File: config.mk
export PLATFORM = sky130hd
export DESIGN_NAME = rr_mux_arbiter_8
export DESIGN_NICKNAME = d
export VERILOG_FILES = /design/src/rtl/rr_mux_arbiter_8.sv
export SDC_FILE = /design/constraint.sdc
export NUM_CORES = 1
export LEC_CHECK = 0
export ABC_AREA = 1
export BUFFER_PORTS_ARGS = -buffer_cell sky130_fd_sc_hd__buf_2
export CORE_AREA = 2 2 62 64
export DETAILED_ROUTE_END_ITERATION = 10
export DIE_AREA = 0 0 64 66
export PLACE_DENSITY = 0.75
export SYNTH_ARGS = -nofsm -noshare
export SYNTH_HDL_FRONTEND = slang
export SYNTH_SLANG_ARGS = --single-unit
export TNS_END_PERCENT = 50
File: constraint.sdc
create_clock -name clk -period 2.6 [get_ports clk]
set_clock_uncertainty 0.15 [all_clocks]
set_input_delay 0.52 -clock clk [delete_from_list [all_inputs] [get_ports clk]]
set_output_delay 0.52 -clock clk [all_outputs]
set_load 0.02 [all_outputs]
File: src/rtl/rr_mux_arbiter_8.sv
// rr_mux_arbiter_8: round-robin arbiter for 8 requesters sharing one serial channel.
//
// A winner is picked from IDLE by searching upward from the requester after the last
// winner (ptr). It then owns the channel for up to BURST_MAX beats. Each grant is
// followed by at least one IDLE cycle.
//
// Ports
//   clk     in   sole clock, rising edge
//   rst_n   in   asynchronous active-low reset
//   req     in   [7:0] per-requester request
//   din     in   [7:0] per-requester serial data bit
//   ready   in   downstream accepts the presented beat
//   gnt     out  [7:0] one-hot grant (registered)
//   sel     out  [2:0] binary index of the granted requester (registered)
//   dout    out  din[sel] while dvalid, else 0
//   dvalid  out  a beat is presented on dout
//   last    out  presented beat is the final one allowed by BURST_MAX
module rr_mux_arbiter_8 #(
   parameter int unsigned BURST_MAX = 4  // 1..16
) (
   input  logic       clk,
   input  logic       rst_n,
   input  logic [7:0] req,
   input  logic [7:0] din,
   input  logic       ready,
   output logic [7:0] gnt,
   output logic [2:0] sel,
   output logic       dout,
   output logic       dvalid,
   output logic       last
);

   localparam logic [0:0] StIdle = 1'b0;
   localparam logic [0:0] StXfer = 1'b1;

   localparam logic [3:0] LastCnt = 4'(BURST_MAX - 1);

   logic [0:0] state_q, state_d;
   logic [7:0] gnt_q, gnt_d;
   logic [2:0] sel_q, sel_d;
   logic [2:0] ptr_q, ptr_d;
   logic [3:0] cnt_q, cnt_d;

   logic       win_found;
   logic [2:0] win_idx;
   logic [2:0] cand;
   logic       beat_done;

   // First set request searching upward from ptr+1, wrapping 7->0. The last
   // candidate examined is ptr itself, so a lone requester can win again.
   always_comb begin
      win_found = 1'b0;
      win_idx   = ptr_q;
      cand      = ptr_q;
      for (int i = 1; i <= 8; i++) begin
         cand = ptr_q + 3'(i);
         if (!win_found && req[cand]) begin
            win_found = 1'b1;
            win_idx   = cand;
         end
      end
   end

   // Outputs: state_q is cleared asynchronously, so all three drop during reset.
   always_comb begin
      dvalid = (state_q == StXfer) && req[sel_q];
      dout   = dvalid && din[sel_q];
      last   = dvalid && (cnt_q == LastCnt);
   end

   assign beat_done = dvalid && ready;
   assign gnt       = gnt_q;
   assign sel       = sel_q;

   always_comb begin
      state_d = state_q;
      gnt_d   = gnt_q;
      sel_d   = sel_q;
      ptr_d   = ptr_q;
      cnt_d   = cnt_q;
      case (state_q)
         StIdle: begin
            if (win_found) begin
               state_d = StXfer;
               gnt_d   = 8'(1) << win_idx;
               sel_d   = win_idx;
               ptr_d   = win_idx;
               cnt_d   = '0;
            end
         end
         StXfer: begin
            if (!req[sel_q]) begin
               // Withdrawal: leave without completing a beat.
               state_d = StIdle;
               gnt_d   = '0;
            end else if (beat_done) begin
               if (last) begin
                  state_d = StIdle;
                  gnt_d   = '0;
               end else begin
                  cnt_d = cnt_q + 4'd1;
               end
            end
         end
         default: begin
            state_d = StIdle;
            gnt_d   = '0;
         end
      endcase
   end

   // ptr resets to 7 so requester 0 has first priority.
   always_ff @(posedge clk or negedge rst_n) begin
      if (!rst_n) begin
         state_q <= StIdle;
         gnt_q   <= '0;
         sel_q   <= '0;
         ptr_q   <= 3'd7;
         cnt_q   <= '0;
      end else begin
         state_q <= state_d;
         gnt_q   <= gnt_d;
         sel_q   <= sel_d;
         ptr_q   <= ptr_d;
         cnt_q   <= cnt_d;
      end
   end

endmodule

==> impl_metrics.yaml <==
job:
  cap_violations: 0
critical_path:
  r2r-start: "ptr_q[1]"
  worstSetupStartpointType: "register"
  endpoint_kind: "register"
  rr_endpoint: "gnt[1]"
  slowest_stage: "dfstp_2"
  reg2reg_slack_ns: 0.07
  cp.arrival_ns: 2.63
  crit_chain: "inv_2 > ha_4 > inv_6 > nand3_4 > nand3_4 > nand2_4 > inv_4 > nand3_4 > nor2_4 > nand4_4 > nand2_2 > inv_2 > nand2_4 > nand2_4 > nor2_4 > nand2_1 > nand2_1"
  reg2regPathDepth: 17
  cpPeakStageDelay_ns: 0.58
  criticalPathCategory: "register to register"
  required_ns: 2.70
  crit_fanout: 6
cells_and_area:
  nFillCells: 311
  drive_gt1_share_pct: 39.0
  seq_area_sq_um: 480
  nets: 346
  final_cell_mix: "97 x nand2_1, 32 x buf_2, 18 x nand3_1, 18 x buf_4, 17 x nor2_1"
  multiInputGateArea_sq_um: 1340
  diodes: 0
  area_growth_pct: 35.9
  finalNonFillerCells: 371
  final_common_cell: "nand2_1"
  fin_util_pct: 66.6
place:
  pre_cts_slack_ns: -0.0375
  port_buffers: 32
  dp.cells: 354
  routabilityCongestion: 0.891
  hpwl_microns: 3410
die:
  dieArea_sq_um: 4220
  die_y_microns: 66
  start_util_pct: 49.0
  num_rows: 22
  pin_count: 33
  core_region_area_sq_um: 3550
  die_w_microns: 64
grt:
  grt_pass1_vias: 1724
  grt_use_total_pct: 22.3
  grt_pass1_wl_microns: 7460
  gr-total-overflow: 0
  antenna_found_initial: 0
  grt_max_degree: 20
clocking:
  tritoncts.num_buffers: 3
  cts.sinks: 19
  clk_pin_slew_worst_paths_ns: 0.11
  worstSkewPairLatency_ns: 0.31
  clockBufferDepth: 2
  htree_levels: 1
  cts-root-buf: "clkbuf_4"
  cts_tree: "done"
timing:
  tns_ns: 0
  hold_viol: 0
  worst_pin_slew_ns: 0.416
  fmax_mhz: 395
  grt_setup_unrepaired: "yes"
  timing.final.ws_setup_ns: 0.0681
  finalSetupViolCount: 0
  timing.final.crit_period_ns: 2.53
  slew_viol_final: 0
  min_period_over_period_pct: 97.4
  slew_headroom_pct: 72.2
synthesis:
  ys_ff_latch: 19
  async_flop_share_pct: 100
  yosys.area_share.adder_pct: 2.16
  synthMuxAreaShare_pct: 0
  synth_seq_area_share_pct: 27.5
  yosys.area_share.xor_xnor_pct: 4.10
  synth.avg_cell_area_sq_um: 6.40
  synth_compound_area_share_pct: 9.56
  yosys.area_share.simple_pct: 47.5
  syn-num-nets: 294
  postSynthCellCount: 272
  synth_cell_type_count: 34
  synth_top_family_by_area: "simple AND/OR/NAND/NOR gates"
  synth_warnings: 0
  synth-edff-count: 0
  syn-cell-area_sq_um: 1740
  synthFlopType: "dfrtp_1"
min_path:
  hold_path.class: "register to register"
  hold-path-endpoint: "gnt[3]"
  hold_depth: 2
  worstHoldStart: "gnt[3]"
run_status:
  status: "finished clean"
detailed_routing:
  wire_per_inst_microns: 13.3
  post_drt_via_cell_ratio: 5.12
  wl_microns: 4920
  drc: 0
  first_iter_violations: 138
  postRouteAntennaNets: 0
  drtPass1Iterations: 4
  dr_total_vias: 1898
==> metrics by stage <==
step | hold slack (ns) | cell area, sq um
2_1_floorplan | 0.0744 | 1740
3_3_place_gp | 0.308 | 1970
6_report | 0.334 | 2360
3_5_place_dp | 0.309 | 1970
5_1_grt | 0.365 | 2360
4_1_cts | 0.339 | 2010
==> worst max-delay path by stage <==
stage / startpoint / endpoint / slack (ns) / depth (start not counted)
detailed placement: ptr_q[0] / gnt[5] / -0.04 / 16
global route: ptr_q[0] / gnt[7] / -0.08 / 16
CTS: ptr_q[0] / gnt[5] / 0.004 / 17
floorplan: ptr_q[1] / sel[0] / 0.001 / 16
finish: ptr_q[1] / gnt[1] / 0.07 / 17
global placement: ptr_q[0] / gnt[3] / 0.06 / 15
==> metal layers <==
metal,vias up,GRT usage [%],wire length (microns)
met3,9,1.36,268
met4,0,8.97,102
met1,858,29.3,2110
met2,58,38.2,2450
met5,-,0,0
li1,973,-,-
==> cell usage after synthesis (2+ instances only) <==
| library cell | n | area share, % |
|---|---|---|
| nand3_1 | 29 | 8.3 |
| o21ai_1 | 6 | 1.7 |
| nor2_1 | 18 | 3.9 |
| xor2_1 | 4 | 2.0 |
| a21oi_1 | 5 | 1.4 |
| nand3_2 | 5 | 2.9 |
| dfstp_2 | 3 | 4.5 |
| nand4_1 | 5 | 1.8 |
| dfrtp_1 | 16 | 23 |
| o21ai_0 | 7 | 2.0 |
| nand2_1 | 108 | 23 |
| buf_4 | 3 | 1.3 |
| inv_2 | 12 | 2.6 |
| buf_6 | 2 | 1.3 |
| inv_1 | 16 | 3.5 |
| ha_1 | 3 | 2.2 |
| nor2_2 | 3 | 1.1 |
| nand2_2 | 11 | 4.0 |
==> state kept, by name, indices dropped and copies added, names as in the netlist <==
signal	count
cnt_q	4
gnt	8
ptr_q	3
sel	3
state_q	1
==> area by class of cell <==
cell class              count  area share (%)
clock buffers               3           0.952
inverters                  29            5.34
repair buffers             53            14.2
multi-input cells         218            56.5
well taps                  48            2.54
clock inverters             1           0.212
flip-flops and latches     19            20.3
==> logic make-up (layout without fill, tap and decap cells) <==
logic type      Yosys count  count (layout)
compound gates           27              27
xor+xnor                  6               6
fa+ha+maj                 3               3
buf+inv                  35              86
flops                    19              19
simple gates            182             182
==> worst max-delay path, delay by kind of cell, from the launching register on <==
kind	cells	cell delay, ns
and+or+nand+nor	12	1.18
DFF	1	0.58
adders and majority gates	1	0.28
buffers and inverters	4	0.28
==> what timing repair did <==
action                     4_1_cts  5_1_grt
gates resized for setup          2       59
setup buffers                    0       12
gates cloned                     0        0
hold endpoints to repair        16        0
setup endpoints to repair       10       19
hold buffers                     1        0
pin swaps                        0       24
Power is left out: the tool's default activity adds up to more than one toggle a clock period on the data nets, which glitch-free logic cannot reach.
